<file path="config.mk">
export PLATFORM = sky130hd
export DESIGN_NAME = dsp_mac_pipe
export DESIGN_NICKNAME = d
export VERILOG_FILES = /design/src/rtl/dsp_mac_pkg.sv /design/src/rtl/dsp_mac_outfmt.sv /design/src/rtl/dsp_mac_pipe.sv
export SDC_FILE = /design/constraint.sdc
export NUM_CORES = 2
export LEC_CHECK = 0
export BUFFER_PORTS_ARGS = -buffer_cell sky130_fd_sc_hd__buf_2
export CELL_PAD_IN_SITES_DETAIL_PLACEMENT = 1
export CELL_PAD_IN_SITES_GLOBAL_PLACEMENT = 2
export CORE_MARGIN = 1
export CORE_UTILIZATION = 37
export DETAILED_ROUTE_END_ITERATION = 12
export HOLD_SLACK_MARGIN = 0.08
export PLACE_DENSITY = 0.8
export SETUP_SLACK_MARGIN = 0.1
export SYNTH_ARGS = -nofsm -noshare
export SYNTH_HDL_FRONTEND = slang
export SYNTH_SLANG_ARGS = --single-unit
</file>
<file path="constraint.sdc">
create_clock -name clock -period 6.08 [get_ports clock]
set_input_delay 1.216 -clock clock [delete_from_list [all_inputs] [get_ports clock]]
set_output_delay 1.216 -clock clock [all_outputs]
set_load 0.02 [all_outputs]
</file>
<file path="src/rtl/dsp_mac_pkg.sv">
// dsp_mac_pkg: shared definitions for the dsp_mac_pipe MAC slice.
//   - ALU op encodings and the pre-subtract bit index
//   - chw_f(): channel-tag width derived from the channel count
//   - stage_tag_t: control tag that travels alongside the datapath
package dsp_mac_pkg;

    localparam logic [1:0] OP_ADD_C = 2'b00;  // r = m + c
    localparam logic [1:0] OP_C_SUB = 2'b01;  // r = c - m
    localparam logic [1:0] OP_ACC   = 2'b10;  // r = acc[ch] (or 0) + m
    localparam logic [1:0] OP_CASC  = 2'b11;  // r = pcin + m
    localparam int         PRE_SUB  = 2;      // op bit selecting a - d

    // Tag channel field is fixed-width so the struct is parameter-free;
    // the top checks that its channel tag fits.
    localparam int TAG_CHW = 16;

    typedef struct packed {
        logic               valid;
        logic [TAG_CHW-1:0] ch;
        logic [2:0]         op;
        logic               first;
    } stage_tag_t;

    function automatic int chw_f(input int nch);
        return (nch > 2) ? $clog2(nch) : 1;
    endfunction

endpackage

</file>
<file path="src/rtl/dsp_mac_outfmt.sv">
// dsp_mac_outfmt: combinational output formatter.
//   Arithmetic right shift by SHIFT, then reduce ACCW -> OW bits.
//   Build option DSP_MAC_SAT_EN: clamp to the OW-bit signed range and flag
//   sat_o; without it the low OW bits are taken (wrap) and sat_o is 0.
// Ports:
//   r_i   in  ACCW  signed full-width result
//   p_o   out OW    formatted result
//   sat_o out 1     p_o was clamped
module dsp_mac_outfmt #(
    parameter int ACCW  = 48,
    parameter int SHIFT = 0,
    parameter int OW    = 48
) (
    input  logic signed [ACCW-1:0] r_i,
    output logic signed [OW-1:0]   p_o,
    output logic                   sat_o
);

    logic signed [ACCW-1:0] shifted;
    assign shifted = r_i >>> SHIFT;

`ifdef DSP_MAC_SAT_EN
    // Value fits in OW bits iff every bit from OW-1 upward equals the sign.
    logic [ACCW-OW:0] hi;
    logic [OW-1:0]    pmin;
    assign hi = shifted[ACCW-1:OW-1];

    always_comb begin
        pmin         = '0;
        pmin[OW-1]   = 1'b1;
        sat_o        = !((&hi) || !(|hi));
        p_o          = shifted[OW-1:0];
        if (sat_o) begin
            p_o = shifted[ACCW-1] ? pmin : ~pmin;
        end
    end
`else
    logic unused_hi;
    assign p_o       = shifted[OW-1:0];
    assign sat_o     = 1'b0;
    assign unused_hi = ^shifted;
`endif

endmodule

</file>
<file path="src/rtl/dsp_mac_pipe.sv">
// dsp_mac_pipe: 4-stage pre-add / multiply / ALU MAC with NCH interleaved
// accumulators and a cascade path. m = b*(a +/- d); p = m+c, c-m,
// acc[ch]+m or pcin+m. Latency 3 edges after acceptance, 1 sample/cycle.
// Optional build macro: DSP_MAC_SAT_EN (saturate p, drive out_sat).
// Ports:
//   clock, reset_n (async low), ce (global enable, 0 freezes everything)
//   in_valid/in_ch/in_op/in_first  sample control
//   a, d (AW), b (BW), c (ACCW)    operands, registered in S1
//   pcin (ACCW)                    cascade input, used in S4
//   out_valid/out_ch/p/pcout/out_sat  registered results
module dsp_mac_pipe
    import dsp_mac_pkg::*;
#(
    parameter  int AW    = 25,
    parameter  int BW    = 18,
    parameter  int ACCW  = 48,
    parameter  int NCH   = 4,
    parameter  int SHIFT = 0,
    parameter  int OW    = 48,
    localparam int CHW   = chw_f(NCH)
) (
    input  logic                   clock,
    input  logic                   reset_n,
    input  logic                   ce,
    input  logic                   in_valid,
    input  logic [CHW-1:0]         in_ch,
    input  logic [2:0]             in_op,
    input  logic                   in_first,
    input  logic signed [AW-1:0]   a,
    input  logic signed [AW-1:0]   d,
    input  logic signed [BW-1:0]   b,
    input  logic signed [ACCW-1:0] c,
    input  logic signed [ACCW-1:0] pcin,
    output logic                   out_valid,
    output logic [CHW-1:0]         out_ch,
    output logic signed [OW-1:0]   p,
    output logic signed [ACCW-1:0] pcout,
    output logic                   out_sat
);

    localparam int PW = AW + 1 + BW;  // full product width

    if (ACCW < PW)                        begin : g_bad_accw  $error("ACCW must be >= AW+1+BW"); end
    if (NCH < 1)                          begin : g_bad_nch   $error("NCH must be >= 1");        end
    if (SHIFT < 0 || SHIFT > ACCW-1)      begin : g_bad_shift $error("SHIFT out of range");      end
    if (OW < 1 || OW > ACCW-SHIFT)        begin : g_bad_ow    $error("OW out of range");         end
    if (CHW > TAG_CHW)                    begin : g_bad_chw   $error("NCH too large for tag");   end

    // Stage registers
    stage_tag_t             tag1_q, tag2_q, tag3_q;
    logic signed [AW-1:0]   a1_q, d1_q;
    logic signed [BW-1:0]   b1_q, b2_q;
    logic signed [ACCW-1:0] c1_q, c2_q, c3_q;
    logic signed [AW:0]     ad2_q;
    logic signed [ACCW-1:0] m3_q;
    logic signed [ACCW-1:0] acc_q [NCH];

    logic                   out_valid_q, out_sat_q;
    logic [CHW-1:0]         out_ch_q;
    logic signed [OW-1:0]   p_q;
    logic signed [ACCW-1:0] pcout_q;

    // Next-state / combinational
    stage_tag_t             tag1_d;
    logic signed [AW:0]     ad2_d;
    logic signed [PW-1:0]   prod;
    logic signed [ACCW-1:0] m3_d, r_d, acc_rd;
    logic [TAG_CHW-1:0]     acc_idx;
    logic signed [OW-1:0]   p_d;
    logic                   sat_d;
    logic                   unused_tag;

    assign tag1_d = '{valid: in_valid, ch: TAG_CHW'(in_ch), op: in_op, first: in_first};

    // AW+1 bits cannot overflow for a sum/difference of two AW-bit values
    assign ad2_d = tag1_q.op[PRE_SUB] ? ({a1_q[AW-1], a1_q} - {d1_q[AW-1], d1_q})
                                      : ({a1_q[AW-1], a1_q} + {d1_q[AW-1], d1_q});
    assign prod  = PW'(b2_q) * PW'(ad2_q);
    assign m3_d  = ACCW'(prod);

    // Out-of-range channel tags fold onto the existing accumulators
    assign acc_idx    = tag3_q.ch % TAG_CHW'(NCH);
    assign unused_tag = tag3_q.op[PRE_SUB];

    always_comb begin
        acc_rd = '0;
        for (int k = 0; k < NCH; k++) begin
            if (acc_idx == TAG_CHW'(k)) acc_rd = acc_q[k];
        end
    end

    // Accumulator read and write both happen here, so same-channel
    // back-to-back samples see the prior result without forwarding.
    always_comb begin
        r_d = '0;
        case (tag3_q.op[1:0])
            OP_ADD_C: r_d = m3_q + c3_q;
            OP_C_SUB: r_d = c3_q - m3_q;
            OP_ACC:   r_d = (tag3_q.first ? '0 : acc_rd) + m3_q;
            OP_CASC:  r_d = pcin + m3_q;
        endcase
    end

    dsp_mac_outfmt #(.ACCW(ACCW), .SHIFT(SHIFT), .OW(OW)) u_outfmt (
        .r_i   (r_d),
        .p_o   (p_d),
        .sat_o (sat_d)
    );

    always_ff @(posedge clock or negedge reset_n) begin
        if (!reset_n) begin
            tag1_q      <= '0;
            tag2_q      <= '0;
            tag3_q      <= '0;
            a1_q        <= '0;
            d1_q        <= '0;
            b1_q        <= '0;
            b2_q        <= '0;
            c1_q        <= '0;
            c2_q        <= '0;
            c3_q        <= '0;
            ad2_q       <= '0;
            m3_q        <= '0;
            out_valid_q <= 1'b0;
            out_sat_q   <= 1'b0;
            out_ch_q    <= '0;
            p_q         <= '0;
            pcout_q     <= '0;
            for (int k = 0; k < NCH; k++) acc_q[k] <= '0;
        end else if (ce) begin
            tag1_q      <= tag1_d;
            a1_q        <= a;
            d1_q        <= d;
            b1_q        <= b;
            c1_q        <= c;
            tag2_q      <= tag1_q;
            ad2_q       <= ad2_d;
            b2_q        <= b1_q;
            c2_q        <= c1_q;
            tag3_q      <= tag2_q;
            m3_q        <= m3_d;
            c3_q        <= c2_q;
            out_valid_q <= tag3_q.valid;
            if (tag3_q.valid) begin
                p_q       <= p_d;
                pcout_q   <= r_d;
                out_sat_q <= sat_d;
                out_ch_q  <= tag3_q.ch[CHW-1:0];
                if (tag3_q.op[1:0] == OP_ACC) begin
                    for (int k = 0; k < NCH; k++) begin
                        if (acc_idx == TAG_CHW'(k)) acc_q[k] <= r_d;
                    end
                end
            end
        end
    end

    assign out_valid = out_valid_q;
    assign out_ch    = out_ch_q;
    assign p         = p_q;
    assign pcout     = pcout_q;
    assign out_sat   = out_sat_q;

endmodule

</file>
After elaboration in Yosys (flattened, before gate mapping)
Cells that the tools add are included.
{ "totals": {"regBits": 562, "in_bits": 174, "out_inout_bits": 100, "elab_cells": 55} }
{ "classes": {"n_addsub": 6, "mul": 1, "eq_ne": 6, "n_mux": 7, "reduce_logical": 7} }
{ "ops": {"columns": ["operator", "n"], "rows": [
  ["$mux W48", 5],
  ["$pmux W48 S4", 1],
  ["$add A44 B48 Y48", 1],
  ["$add A48 B44 Y48", 1],
  ["$add A48 B48 Y48", 1],
  ["$sub A48 B44 Y48", 1],
  ["$mul A18 B26 Y44", 1],
  ["$add A25 B25 Y26", 1],
  ["$mux W26", 1],
  ["$sub A25 B25 Y26", 1],
  ["$logic_not A16 Y1", 1],
  ["$reduce_and A4 Y1", 4],
  ["$eq A2 B2 Y1 const B", 4],
  ["$eq A2 B1 Y1 const B", 2],
  ["$logic_not A2 Y1", 1],
  ["$reduce_and A2 Y1", 1]
]} }

Logic depth before layout (Yosys ltp)
{ "depth": {"word_depth": 8, "depth_mapped": 27, "mapped_depth_nobuf": 25} }

By module
A second synthesis with hierarchy kept.
{ "hier_totals": {"hier_cells": 5486, "area_unflattened_um2": 52836.9} }
{ "modules_own_cells": {"columns": ["module", "instances", "cells_each", "area_each_um2", "seq_area_each_um2"], "rows": [
  ["dsp_mac_pipe", 1, 5436, 52465.3, 15289.7],
  ["dsp_mac_outfmt", 1, 50, 371.6, 0.0]
]} }

Worst setup path before layout
OpenSTA, ideal clock, no wires.
{ "synth_path": {"path_type": "register -> register", "startpoint": "register ad2_q[20]", "endpoint": "register, netlist name m3_q[43]", "setup_time_ps": 137, "arrival_time_ps": 6251, "t_required_ps": 5943, "path_slack_ps": -308, "path_stages_with_launch": 28, "path_buffers": 3, "synth_period_minus_slack_ps": 6388, "path_cell_list": "dfrtp_1 > clkbuf_1 > clkbuf_1 > nand2_1 > fa_1 > inv_1 > fa_1 > inv_1 > fa_1 > inv_1 > fa_1 > fa_1 > inv_1 > fa_1 > inv_1 > ha_1 > clkbuf_1 > a21o_1 > a21o_1 > a21oi_1 > o21ai_0 > o211ai_1 > nand3_1 > a221oi_1 > o311ai_0 > a21oi_1 > xnor2_1 > a21oi_1"} }
{ "synth_between": {"elab_chain_len": 1} }
{ "synth_rtl": {"columns": ["item", "line_no", "text"], "rows": [
  ["start, declared", "dsp_mac_pipe.sv:54", "logic signed [AW:0] ad2_q;"],
  ["start signal, assigned", "dsp_mac_pipe.sv:122", "ad2_q <= '0;"],
  ["start signal, assigned", "dsp_mac_pipe.sv:137", "ad2_q <= ad2_d;"],
  ["$mul A18 B26 Y44", "dsp_mac_pipe.sv:78", "assign prod = PW'(b2_q) * PW'(ad2_q);"]
]} }
Every way passes these cells.
A chain may end at the register's enable or synchronous reset.

Final worst setup path
{ "layout_path": {"startpoint": "register b2_q[6]", "endpoint": "register m3_q[39]"} }
{ "layout_between": {"elab_chain_len": 1} }
{ "layout_rtl": {"columns": ["item", "line_no", "text"], "rows": [
  ["start, declared", "dsp_mac_pipe.sv:52", "logic signed [BW-1:0] b1_q, b2_q;"],
  ["start signal, assigned", "dsp_mac_pipe.sv:138", "b2_q <= b1_q;"],
  ["$mul A18 B26 Y44", "dsp_mac_pipe.sv:78", null],
  ["end signal, assigned", "dsp_mac_pipe.sv:141", "m3_q <= m3_d;"],
  ["end, declared", "dsp_mac_pipe.sv:55", "logic signed [ACCW-1:0] m3_q;"]
]} }
Every way passes these cells.

==> metrics.txt <==
Die ar. 136,200 µm²; total clock sinks 562; PnR worst setup slack -0.2701 ns; Pre-antenna DRT Iters 11; most common cell after layout, fill and taps aside nand2_1; worst reg-to-reg setup slack -0.27 ns; DP Wirelength approximately 130 mm; nets 6,446; worst path arrival time 6.89 ns; clock slew seen by the registers of the worst setup and hold paths 0.06 ns; Seq/Total Area, Yosys 0.2822; Post-Syn Instances 5,185; CTS Buf Count 69; Tot GR Track Use 0.2392; worst r2r path cells 26; Warnings, synthesis 0; PortBufs 272; Post-Syn Nets 6,099; Max Clock Skew 0.06473 ns; violated checks design-rule violations, negative setup slack; wire length per cell around 22 µm; drt total wl 160.2 mm; slew margin rel. 0.3289; EDFF count, synth 0; Req. time, crit path 6.62 ns; HP Class flop to flop; Die Ht 369 µm; first-pass GRT wire length 252.0 mm; largest net degree at the start of global routing between 100 and 150; worst hold start acc_q[10]; Clk Latency, worst-skew pair 0.71 ns; vias in the first global route between 40,000 and 50,000; CP Class flop to flop; Starting Density 0.3729; Syn Area/Cell approximately 9.6 µm²; clock buffer depth 3; Synth Register Bits 562; final number of setup-violating endpoints 17; placed cell count 7,185; initial drt markers 1,979; unrepaired setup endpoints after global routing yes; most used cell, CP inv_2; Die W 369 µm; hold_buf cts 0; CORE AREA approximately 130,000 µm²; post-synth top area cell dfrtp_1; top_reg_cell synth dfrtp_1; GP Congestion 0.9095; DR vias 38,760; Hold Path Stages 2; minimum clock period approximately 6.4 ns; Largest stage delay, worst path about 0.60 ns; R2R Path End m3_q[39]; number of max-cap violations 0; GRT overflow 0; CP max stage cell fa_1; number of remaining DRC errors 24; share of the synthesized area in the top cell type 0.2822; Synth area leaders dfrtp_1 28%, fa_1 19%, mux2_2 8.0%; Setup crit end kind flop; critical path buffer and inverter count 7; layout cells sized above 1 0.2389; final non-filler cell total 7,362; CTS tree built; crit path launch type flop; CTS Root Cell clkbuf_16; reg-to-reg critical path startpoint b2_q[6]; Least-Margin Pin Slew 1.007 ns; status complete, but fails checks; vias per std cell 5.264; Post-Syn Area about 50,000 µm²; Area Overhead vs Synth 17.04%; critical path's top delay family adder cells; maximum fanout along the worst path 9; commonest non-fill, non-tap cells in the layout 739 x nand2_1, 589 x inv_1, 528 x dfrtp_1; Final Max Tran Viols 0; post-route ant nets 0; Hold EP acc_q[10]; initial antenna violation count 2; Yosys cell types 86; Rows 134; final hold vios 0; fin crit share 1.044; Async SR Flop Fraction 1.000; IO Pins 274; Achievable Freq around 160 MHz; H-tree Lvls 3
worst max path at each step:
stage,slack (ns),cells past startpoint,endpoint,start
5_1_grt,-0.48,27,m3_q[23],ad2_q[5]
3_3_place_gp,-0.42,24,m3_q[43],ad2_q[13]
6_report,-0.27,26,m3_q[39],b2_q[6]
3_5_place_dp,-0.54,24,m3_q[42],ad2_q[9]
4_1_cts,-0.22,25,m3_q[39],ad2_q[10]
2_1_floorplan,0.09,27,m3_q[43],ad2_q[20]
through the flow:
step	util	instance area [µm²]	hold slack, ns	setup slack (ns)	setup TNS (ns)
3_5_place_dp	0.4079	54510	0.4579	-0.5405	-6.364
5_1_grt	0.4364	58320	0.4974	-0.4795	-6.666
4_1_cts	0.4337	57950	0.4759	-0.2159	-1.744
3_3_place_gp	0.4079	54510	0.4527	-0.4162	-4.656
6_report	0.4365	58330	0.4713	-0.2701	-2.627
2_1_floorplan	-	50010	0.4409	0.08758	0
cell families after synthesis:
kind of cell             synth area share
AO/OA/AOI/OAI                      0.1190
XOR/XNOR                          0.03603
adder cells (fa/ha/maj)            0.2552
buffers and inverters             0.07371
flip-flops                         0.2822
multiplexers                       0.1068
other                          0.00007525
AND/OR/NAND/NOR                    0.1270
worst min-delay path, cell delays in order (launching register included):
cell,delay [ns]
dfrtp_1,0.34
nand2_1,0.05
nand2_1,0.05
cell type report:
type / count / area, µm²
clock inverter: 38 / 664.4
sequential: 562 / 14110
fill: 14980 / 75300
clock buffer: 90 / 1926
timing repair buffer: 598 / 4263
multi-input combinational: 3694 / 32860
tap: 1768 / 2212
inverter: 607 / 2278
antenna: 5 / 12.51
synth_stat cells (21+ instances only):
cell type / instances
a21o_1: 127
a21oi_1: 294
a221oi_1: 26
a31oi_1: 30
and2_1: 184
and3_1: 26
buf_1: 21
buf_4: 49
clkbuf_1: 250
dfrtp_1: 562
fa_1: 461
ha_1: 279
inv_1: 607
mux2_2: 356
mux2i_1: 23
mux4_2: 48
nand2_1: 743
nand2b_1: 34
nand3_1: 49
nand4_1: 28
nor2_1: 163
nor2b_1: 71
nor3_1: 42
o21a_1: 32
o21ai_0: 226
o21bai_1: 31
xnor2_1: 135
xor2_1: 70
state kept, by name (all words and copies together) (netlist names):
| register | flops |
|---|---|
| acc_q | 192 |
| c1_q | 48 |
| c2_q | 48 |
| c3_q | 48 |
| p | 48 |
| m3_q | 44 |
| ad2_q | 26 |
| a1_q | 25 |
| d1_q | 25 |
| b1_q | 18 |
| b2_q | 18 |
| tag1_q | 7 |
| tag2_q | 6 |
| tag3_q | 6 |
| out_ch | 2 |
| out_valid | 1 |
routing by layer:
metal,vias to the layer above,GRT usage,wire length (µm)
met4,0,0.06503,4214
met3,174,0.02544,5711
met1,20110,0.3376,74620
met5,-,0,0
met2,676,0.3886,75620
li1,17800,-,-
repair_timing:
| action | CTS | global route |
|---|---|---|
| setup buffers | 34 | 13 |
| endpoints found under the setup margin | 25 | 26 |
| gates cloned | 1 | 0 |
| pin swaps | 96 | 53 |
| resized for setup | 174 | 72 |
Power is not shown: default switching activity piles up to over one toggle a cycle in this logic, so the estimate is an artifact.
